==> src/rtl/fetch_sequencer_pkg.sv <==
// Shared types and constants for the IF-stage fetch sequencer.
// Holds the PC width, the reset PC, the FSM and PC-source enums, and the target alignment helper.
package fetch_sequencer_pkg;

    localparam int          DW       = 32;
    localparam logic [31:0] RESET_PC = 32'h0FFF_FFFC;

    typedef enum logic [1:0] {BOOT = 2'd0, RUN = 2'd1, STALL = 2'd2} fetch_st_e;
    typedef enum logic [1:0] {SRC_SEQ = 2'd0, SRC_PRED = 2'd1, SRC_JMP = 2'd2, SRC_EXE = 2'd3} pc_src_e;

    // Instructions are word aligned, so the low two target bits are dropped.
    function automatic logic [DW-1:0] align_pc(input logic [DW-1:0] addr);
        return addr & {{(DW-2){1'b1}}, 2'b00};
    endfunction

endpackage

==> src/rtl/fetch_sequencer_if.sv <==
// Fetch-side bundle: redirect sources, stalls, I-cache handshake and the pipeline flushes.
// The master modport is the sequencer; the slave modport is the surrounding pipeline and I-cache.
interface fetch_sequencer_if;
    import fetch_sequencer_pkg::*;

    logic          pred_taken;
    logic [DW-1:0] pred_target;
    logic          jump_id;
    logic [DW-1:0] jump_target;
    logic          redir_exe;
    logic [DW-1:0] redir_target;
    logic          istall;
    logic          dstall;
    logic          ic_ack;
    logic [DW-1:0] pc;
    logic          ic_req;
    logic          flush_if_id;
    logic          flush_id_exe;

    modport master (
        input  pred_taken, pred_target, jump_id, jump_target, redir_exe, redir_target,
        input  istall, dstall, ic_ack,
        output pc, ic_req, flush_if_id, flush_id_exe
    );

    modport slave (
        output pred_taken, pred_target, jump_id, jump_target, redir_exe, redir_target,
        output istall, dstall, ic_ack,
        input  pc, ic_req, flush_if_id, flush_id_exe
    );

endinterface

==> src/rtl/fetch_sequencer_next_pc_sel.sv <==
// Next-PC priority mux: EXE redirect > pending redirect > ID jump > prediction > pc+4.
// Also reports which source won so the top can derive its flushes from it.
module fetch_sequencer_next_pc_sel
    import fetch_sequencer_pkg::*;
(
    input  logic [DW-1:0] pc,
    input  logic          redir_exe,
    input  logic [DW-1:0] redir_target,
    input  logic          pend_vld,
    input  logic          pend_exe,
    input  logic [DW-1:0] pend_tgt,
    input  logic          jump_id,
    input  logic [DW-1:0] jump_target,
    input  logic          pred_taken,
    input  logic [DW-1:0] pred_target,
    output logic [DW-1:0] next_pc,
    output pc_src_e       src
);

    // Priority select; a replayed pending redirect keeps the class of its original source.
    always_comb begin
        next_pc = pc + DW'(4);
        src     = SRC_SEQ;
        if (redir_exe) begin
            next_pc = align_pc(redir_target);
            src     = SRC_EXE;
        end else if (pend_vld) begin
            next_pc = align_pc(pend_tgt);
            src     = pend_exe ? SRC_EXE : SRC_JMP;
        end else if (jump_id) begin
            next_pc = align_pc(jump_target);
            src     = SRC_JMP;
        end else if (pred_taken) begin
            next_pc = align_pc(pred_target);
            src     = SRC_PRED;
        end else begin
            next_pc = pc + DW'(4);
            src     = SRC_SEQ;
        end
    end

endmodule

==> src/rtl/fetch_sequencer.sv <==
// Fetch PC sequencer: BOOT/RUN/STALL FSM, redirect holding across stalls, I-cache request
// and IF/ID, ID/EXE flush generation.
module fetch_sequencer
    import fetch_sequencer_pkg::*;
(
    input  logic              clk,
    input  logic              rst,
    fetch_sequencer_if.master bus
);

    fetch_st_e     state_q, state_d;
    logic [DW-1:0] pc_q, pc_d;
    logic          ic_req_q, ic_req_d;
    logic          pend_vld_q, pend_vld_d;
    logic          pend_exe_q, pend_exe_d;
    logic [DW-1:0] pend_tgt_q, pend_tgt_d;

    logic          stall_s;
    logic          redirect_s;
    logic          active_s;
    logic [DW-1:0] next_pc_s;
    pc_src_e       src_s;

    assign stall_s = bus.istall | bus.dstall;

    fetch_sequencer_next_pc_sel u_sel (
        .pc           (pc_q),
        .redir_exe    (bus.redir_exe),
        .redir_target (bus.redir_target),
        .pend_vld     (pend_vld_q),
        .pend_exe     (pend_exe_q),
        .pend_tgt     (pend_tgt_q),
        .jump_id      (bus.jump_id),
        .jump_target  (bus.jump_target),
        .pred_taken   (bus.pred_taken),
        .pred_target  (bus.pred_target),
        .next_pc      (next_pc_s),
        .src          (src_s)
    );

    assign redirect_s = (src_s == SRC_EXE) || (src_s == SRC_JMP);
    assign active_s   = !rst && (state_q != BOOT) && !stall_s;

    // Flushes track the winning redirect of this cycle and are held off while stalled.
    always_comb begin
        bus.flush_if_id  = 1'b0;
        bus.flush_id_exe = 1'b0;
        if (active_s) begin
            bus.flush_if_id  = redirect_s;
            bus.flush_id_exe = (src_s == SRC_EXE);
        end else begin
            bus.flush_if_id  = 1'b0;
            bus.flush_id_exe = 1'b0;
        end
    end

    // Next-state, PC and pending-redirect logic.
    always_comb begin
        state_d    = state_q;
        pc_d       = pc_q;
        ic_req_d   = ic_req_q;
        pend_vld_d = pend_vld_q;
        pend_exe_d = pend_exe_q;
        pend_tgt_d = pend_tgt_q;

        // A redirect seen while stalled is parked; an ID jump never displaces an EXE redirect.
        if (stall_s && (state_q != BOOT)) begin
            if (bus.redir_exe && !(pend_vld_q && pend_exe_q)) begin
                pend_vld_d = 1'b1;
                pend_exe_d = 1'b1;
                pend_tgt_d = bus.redir_target;
            end else if (bus.jump_id && !bus.redir_exe && !pend_vld_q) begin
                pend_vld_d = 1'b1;
                pend_exe_d = 1'b0;
                pend_tgt_d = bus.jump_target;
            end else begin
                pend_vld_d = pend_vld_q;
            end
        end else begin
            pend_vld_d = pend_vld_q;
        end

        case (state_q)
            BOOT: begin
                pc_d     = RESET_PC + 32'd4;
                ic_req_d = 1'b1;
                state_d  = RUN;
            end
            RUN: begin
                if (stall_s) begin
                    ic_req_d = 1'b0;
                    state_d  = STALL;
                end else if (redirect_s || bus.ic_ack) begin
                    pc_d     = next_pc_s;
                    ic_req_d = 1'b1;
                end else begin
                    ic_req_d = 1'b1;
                end
            end
            STALL: begin
                if (stall_s) begin
                    ic_req_d = 1'b0;
                end else begin
                    state_d    = RUN;
                    ic_req_d   = 1'b1;
                    pend_vld_d = 1'b0;
                    pend_exe_d = 1'b0;
                    pc_d       = redirect_s ? next_pc_s : pc_q;
                end
            end
            default: begin
                state_d  = BOOT;
                pc_d     = RESET_PC;
                ic_req_d = 1'b0;
            end
        endcase
    end

    // State registers with synchronous reset.
    always_ff @(posedge clk) begin
        if (rst) begin
            state_q    <= BOOT;
            pc_q       <= RESET_PC;
            ic_req_q   <= 1'b0;
            pend_vld_q <= 1'b0;
            pend_exe_q <= 1'b0;
            pend_tgt_q <= {DW{1'b0}};
        end else begin
            state_q    <= state_d;
            pc_q       <= pc_d;
            ic_req_q   <= ic_req_d;
            pend_vld_q <= pend_vld_d;
            pend_exe_q <= pend_exe_d;
            pend_tgt_q <= pend_tgt_d;
        end
    end

    assign bus.pc     = pc_q;
    assign bus.ic_req = ic_req_q;

endmodule

==> src/flat_wrapper.sv <==
// flat-port wrapper written by rule: the top's interface ports become plain ports
module fetch_sequencer_flat import fetch_sequencer_pkg::*;
  (clk, rst, bus_pred_taken, bus_pred_target, bus_jump_id, bus_jump_target, bus_redir_exe, bus_redir_target, bus_istall, bus_dstall, bus_ic_ack, bus_pc, bus_ic_req, bus_flush_if_id, bus_flush_id_exe);
  fetch_sequencer_if bus_i ();
  input  logic clk;
  input  logic rst;
  input wire logic [$bits(bus_i.pred_taken)-1:0] bus_pred_taken;
  input wire logic [$bits(bus_i.pred_target)-1:0] bus_pred_target;
  input wire logic [$bits(bus_i.jump_id)-1:0] bus_jump_id;
  input wire logic [$bits(bus_i.jump_target)-1:0] bus_jump_target;
  input wire logic [$bits(bus_i.redir_exe)-1:0] bus_redir_exe;
  input wire logic [$bits(bus_i.redir_target)-1:0] bus_redir_target;
  input wire logic [$bits(bus_i.istall)-1:0] bus_istall;
  input wire logic [$bits(bus_i.dstall)-1:0] bus_dstall;
  input wire logic [$bits(bus_i.ic_ack)-1:0] bus_ic_ack;
  output wire logic [$bits(bus_i.pc)-1:0] bus_pc;
  output wire logic [$bits(bus_i.ic_req)-1:0] bus_ic_req;
  output wire logic [$bits(bus_i.flush_if_id)-1:0] bus_flush_if_id;
  output wire logic [$bits(bus_i.flush_id_exe)-1:0] bus_flush_id_exe;
  assign bus_i.pred_taken = bus_pred_taken;
  assign bus_i.pred_target = bus_pred_target;
  assign bus_i.jump_id = bus_jump_id;
  assign bus_i.jump_target = bus_jump_target;
  assign bus_i.redir_exe = bus_redir_exe;
  assign bus_i.redir_target = bus_redir_target;
  assign bus_i.istall = bus_istall;
  assign bus_i.dstall = bus_dstall;
  assign bus_i.ic_ack = bus_ic_ack;
  assign bus_pc = bus_i.pc;
  assign bus_ic_req = bus_i.ic_req;
  assign bus_flush_if_id = bus_i.flush_if_id;
  assign bus_flush_id_exe = bus_i.flush_id_exe;
  fetch_sequencer u_core (.clk(clk), .rst(rst), .bus(bus_i));
endmodule
==> config.mk <==
export PLATFORM = sky130hd
export DESIGN_NAME = fetch_sequencer_flat
export DESIGN_NICKNAME = d
export VERILOG_FILES = /design/src/rtl/fetch_sequencer_pkg.sv /design/src/rtl/fetch_sequencer_if.sv /design/src/rtl/fetch_sequencer_next_pc_sel.sv /design/src/rtl/fetch_sequencer.sv /design/src/flat_wrapper.sv
export SDC_FILE = /design/constraint.sdc
export NUM_CORES = 1
export LEC_CHECK = 0
export ABC_AREA = 1
export CORE_MARGIN = 2
export CORE_UTILIZATION = 43
export DETAILED_ROUTE_END_ITERATION = 10
export PLACE_DENSITY = 0.87
export SLEW_MARGIN = 0
export SYNTH_ARGS = -nofsm -noshare
export SYNTH_HDL_FRONTEND = slang
export SYNTH_SLANG_ARGS = --single-unit
==> constraint.sdc <==
create_clock -name clk -period 1.99 [get_ports clk]
set_clock_uncertainty 0.05 [all_clocks]
set_input_delay 0.2985 -clock clk [delete_from_list [all_inputs] [get_ports clk]]
set_output_delay 0.2985 -clock clk [all_outputs]
set_load 0.01 [all_outputs]
== After elaboration in Yosys (flattened, before gate mapping) ==
Index checks and enable logic that the tools add are counted.

* Mux-type cells: 33
* Div/mod/pow operators: 0
* Multiply operators: 0
* Bitwise operators: 1
* Order comparisons: 0
* Reductions and logical operators: 21
* Shift-type cells: 0
* $add $sub $neg: 1
* Equal/unequal tests: 9

{| class="wikitable"
|+ Operators by type and width
! operator !! number
|-
| $mux 32 || 10
|-
| $pmux 32 s3 || 1
|-
| $add 32x3->32 const B || 1
|-
| $mux 1 || 15
|-
| $mux 2 || 5
|-
| $logic_and 1x1->1 || 7
|-
| $eq 2x2->1 const B || 3
|-
| $ne 2x1->1 const B || 3
|-
| $pmux 2 s3 || 1
|-
| $logic_not 1->1 || 5
|-
| $ne 2x2->1 const B || 2
|-
| $reduce_and 2->1 || 2
|-
| $reduce_and 4->1 || 1
|-
| $reduce_bool 2->1 || 2
|-
| $eq 2x1->1 const B || 1
|-
| $logic_not 2->1 || 1
|-
| $logic_or 1x1->1 || 2
|-
| $pmux 1 s2 || 1
|-
| $reduce_or 2->1 || 1
|-
| $or 1x1->1 || 1
|}

* Bits in read-only memories: 0
* Logic and storage cells: 71
* Register bits after elaboration: 69
* Memories kept: 0
* Latch bits: 0
* RAM bits: 0

== Longest topological paths before layout ==
* Depth after elaboration: 10
* Mapped depth: 14
* Gate-level depth less buffers: 14

== By module ==
Synthesis repeated with hierarchy kept, for this count alone.

* Cell total of the unflattened synthesis: 1086
* Area total of the unflattened synthesis: 5793.1 µm²

{| class="wikitable"
|+ By module, submodules not included
! module !! instances !! seq. area each (µm²) !! cells each !! area an instance (µm²)
|-
| fetch_sequencer || 1 || 1381.3 || 575 || 3579.7
|-
| fetch_sequencer_next_pc_sel || 1 || 0.0 || 511 || 2213.4
|}

== Least setup slack after synthesis ==
Ideal clock, no wire load.

* Kind: register to register
* Start point: register u_core.state_q[0]
* End point: register u_core.pc_q[31] (netlist: u_core.bus.pc[31])
* Arrival time: 1.741 ns
* Cell stages (with the launch flop): 15
* Period minus slack after synthesis: 1.858 ns
* Path slack: 0.132 ns
* Required time: 1.873 ns
* Path through: dfxtp_1 > inv_1 > ha_1 > inv_1 > nand2_1 > nand2_2 > nand2_2 > o21ai_4 > inv_6 > nor2_4 > inv_2 > or2_1 > nor2_1 > nand2_1 > a21oi_2

* Word-level cells in the longest chain between the ends: 3
* Elaborated cells between the ends (all ways): 9

{| class="wikitable"
|+ Ends and longest elaborated chain
! what !! RTL line !! RTL
|-
| from (decl) || fetch_sequencer.sv:11 || <nowiki>fetch_st_e state_q, state_d;</nowiki>
|-
| from (signal assigned) || fetch_sequencer.sv:129 || <nowiki>state_q <= state_d;</nowiki>
|-
| $eq 2x2->1 / $eq 2x1->1 (equally long branches) || fetch_sequencer.sv:83 || <nowiki>case (state_q)</nowiki>
|-
| $ne 2x2->1 (no line) / $ne 2x1->1 (equally long branches) || - ||
|-
| $reduce_and 4->1 (no line) || - ||
|-
| to (signal assigned) || fetch_sequencer.sv:130 || <nowiki>pc_q <= pc_d;</nowiki>
|-
| to (decl) || fetch_sequencer.sv:12 || <nowiki>logic [DW-1:0] pc_q, pc_d;</nowiki>
|}

Parallel ways exist; a longest one is shown, timed or not.
A chain may end at the register's enable or synchronous reset.

== Worst setup path in the final report ==
* Start point: register u_core.pc_q[3] (netlist: u_core.bus.pc[3])
* End point: register u_core.pc_q[29] (netlist: u_core.bus.pc[29])

* Word-level cells in the longest chain between the ends: 8
* Elaborated cells between the ends (all ways): 10

{| class="wikitable"
|+ Ends and longest elaborated chain
! what !! RTL line !! RTL
|-
| $add 32x3->32 * || - ||
|-
| $mux 32 * || fetch_sequencer_next_pc_sel.sv:33 || <nowiki>end else if (pred_taken) begin</nowiki>
|-
| $mux 32 * || fetch_sequencer_next_pc_sel.sv:30 || <nowiki>end else if (jump_id) begin</nowiki>
|-
| $mux 32 * || fetch_sequencer_next_pc_sel.sv:27 || <nowiki>end else if (pend_vld) begin</nowiki>
|-
| $mux 32 * || fetch_sequencer_next_pc_sel.sv:24 || <nowiki>if (redir_exe) begin</nowiki>
|-
| $mux 32, on equally long branches || fetch_sequencer.sv:108, fetch_sequencer.sv:93 ||
|-
| $mux 32, on equally long branches || fetch_sequencer.sv:101, fetch_sequencer.sv:90 ||
|-
| $pmux 32 s3 * || fetch_sequencer.sv:83 ||
|}

Mark *: on every way between the ends. The rest lies on a longest branch, timed or not. The select of a mux whose other input is x is not followed.

==> out/qor.txt <==
Outcome -> completed
Skew-Pair Late Insertion Delay -> 0.35 ns
Total gr overflow -> 0
Peak supply drop -> 1052 uV
Slowest Stage Delay on Critical Path -> 0.37 ns
Area post-placement -> 6462 sq um
Global Route Usage Sum -> 31.59%
Final core utilization -> 66.44%
Die area -> 11170 sq um
Max Clk Rate -> 0.5215 GHz
Top Ports -> 139
Inserted Diodes -> 0
Slew Viols, Final -> 0
RSZ-0062 raised after global routing -> true
Setup violators final -> 0
Reg power frac -> 26.0%
Cell Pwr Density -> 1335 nW/um^2
Chip Width -> 105.7 microns
Most frequent cells in the layout -> 192 x nand2_1, 128 x clkdlybuf4s50_1, 79 x buf_4
1st-iter DRT viols -> 938
Mapped cell area -> 4448 sq um
NetSw -> 4.014 mW
Data required, critical path -> 2.21 ns
Startpoint types -> flop
Site Rows -> 37
Leakage -> 2.820 nW
Tot Pwr -> 9.034 mW
Worst reg2reg endpoint -> u_core.bus.pc[29]
GP Congestion -> 0.9469
FF+latch count, synth -> 65
Vias in the first global route -> 5473
Switching part of the total -> 44.43%
Ys async rst share -> 0%
Commonest non-fill, non-tap cell in the layout -> nand2_1
Hold_ws -> 0.4446 ns
Critical setup path kind -> flop to flop
EDFF count, synth -> 0
P_int -> 5.021 mW
Clock transition at path regs -> 0.07 ns
Hold Path Origin -> u_core.pend_tgt_q[28]
R2r startpoint -> u_core.bus.pc[3]
Prevailing post-synth register cell -> dfxtp_1
Register area share after synthesis -> 29.25%
Finished Cell Area -> 6766 sq um
Clock Root Buffer -> clkbuf_8
Worst hold stages -> 2
Post-route ant nets -> 0
Clk sink count -> 65
Crit path time final -> 1.918 ns
H-tree depth -> 3
R2R Setup Slk -> 0.07 ns
CP max stage cell -> dfxtp_4
Starting Density -> 43.67%
Hold WC Path Type -> flop to flop
Area share of the largest cell type after synthesis -> 29.25%
DP Wirelength -> 13490 microns
Max-cap viol count -> 0
Final number of hold-violating endpoints -> 0
Avg WL per Cell -> 17.37 microns
Initial antenna violation count -> 0
TNS Setup -> 0 ns
Fillers -> 840
Combinational share of power -> 61.4%
Yosys warns -> 0
First-pass GRT wire length -> 27920 microns
Clk pwr share -> 12.6%
CP Cell Sequence -> buf_4 -> and3_4 -> nand2_2 -> nor2_4 -> buf_6 -> buf_4 -> nand3b_1 -> nand3_1 -> nand2_2 -> nand2_1 -> nand2_1 -> a21oi_2
Period utilization -> 96.36%
Area delta synth->final -> 52.12%
Worst EP arrival -> 2.14 ns
Layout cell share with drive strength beyond 1 -> 17.48%
DRC Markers -> 0
Nets@finish -> 986
IO Port Bufs -> 130
Largest net degree at the start of global routing -> 31
CTS Buf Count -> 9
DR vias/cell -> 5.773
Worst-path fanout max -> 4
Syn Area/Cell -> 6.465 sq um
Via count -> 5871
Synth area leaders -> dfxtp_1 29%, nand2_1 16%, nor2_1 6.9%
Yosys cell types -> 50
Hold path endpoint -> u_core.pend_tgt_q[28]
Worst setup EP type -> flop
Routed WL -> 17670 microns
CTS tree -> built
Maximum clock path buffer count -> 2
Register-to-Register Path Depth -> 12
Core ar. -> 10180 sq um
DR pass1 iterations -> 6
Dominant cell type by area after synthesis -> dfxtp_1
Mapped Cells -> 688
Die Span Y -> 105.7 microns
power by group through the flow:
stage          clock [mW]  sequential [mW]  combinational [mW]
2_1_floorplan           0             2.36                2.71
3_3_place_gp            0             2.27                5.20
3_5_place_dp            0             2.29                5.28
4_1_cts              1.13             2.27                5.31
5_1_grt              1.19             2.39                6.02
6_report             1.14             2.35                5.55
worst max-delay path, delay by kind of cell (launching register included):
kind / cells / cell delay, ns
AND/OR/NAND/NOR: 8 / 0.87
buffers and inverters: 3 / 0.39
flip-flops: 1 / 0.37
AO/OA/AOI/OAI: 1 / 0.15
kinds of logic (layout without fill, tap and decap cells):
logic type      Yosys count  count (layout)  share of synthesized area [%]
flops                    65              65                          29.25
simple gates            343             343                          32.49
compound gates          176             176                          26.50
buf+inv                  88             280                          8.214
fa+ha+maj                 6               6                          1.688
other cells               1               2                        0.08431
xor+xnor                  9               9                          1.772
cells in the mapped netlist, drive strengths merged (2+ instances only):
master	count
nor3	15
buf	12
nor4	2
a31oi	13
xor2	4
o211ai	30
a311oi	16
a211oi	2
nand4	3
a21oi	38
o21ai	42
a221oi	23
nand3	34
inv	46
dfxtp	65
xnor2	5
nand2	198
o22ai	4
nor2	88
ha	6
clkbuf	29
worst max path at each step:
stage,from,endpoint,slack (ns),cells after the start
floorplan,u_core.state_q[0],u_core.bus.pc[31],0.13,14
global placement,bus_jump_id,u_core.bus.pc[31],-0.15,14
detailed placement,bus_jump_id,u_core.bus.pc[30],-0.20,14
CTS,u_core.bus.pc[3],u_core.bus.pc[27],0.003,13
global route,u_core.bus.pc[16],u_core.bus.pc[27],-0.07,13
finish,u_core.bus.pc[3],u_core.bus.pc[29],0.07,12
state kept, by name (all words and copies together) (netlist names):
signal             flops
u_core.state_q         2
u_core.pend_tgt_q     30
u_core.bus.ic_req      1
u_core.pend_vld_q      1
u_core.pend_exe_q      1
u_core.bus.pc         30
metrics by stage:
step	instances	setup WS, ns
6_report	1017	0.07247
5_1_grt	1017	-0.06745
4_1_cts	1014	0.002796
3_5_place_dp	998	-0.2000
3_3_place_gp	998	-0.1504
2_1_floorplan	689	0.1317
metal layers:
metal	GRT usage (%)	wire length, microns	part of all wire [%]	vias to the layer above
met5	0	0	0	-
met4	13.16	670	3.8	0
met3	7.730	2075	12	68
met2	48.94	7880	45	435
met1	41.88	7038	40	2620
li1	-	-	-	2748
final cells by class:
type	count	area, sq um	share of cell area, %
Clock buffer	13	148.9	2.200
Clock inverter	3	40.04	0.5917
Inverter	47	183.9	2.718
Multi-Input combinational cell	536	2858	42.23
Sequential cell	65	1325	19.58
Tap cell	136	170.2	2.515
Timing Repair Buffer	217	2041	30.16
repair_timing:
item                       CTS  global route
resized for setup            4            37
pin swaps                    0             4
setup endpoints to repair    4            18
hold buffers                 0             0
setup buffers                0             3
No activity file was read; power rests on OpenSTA's default activity.
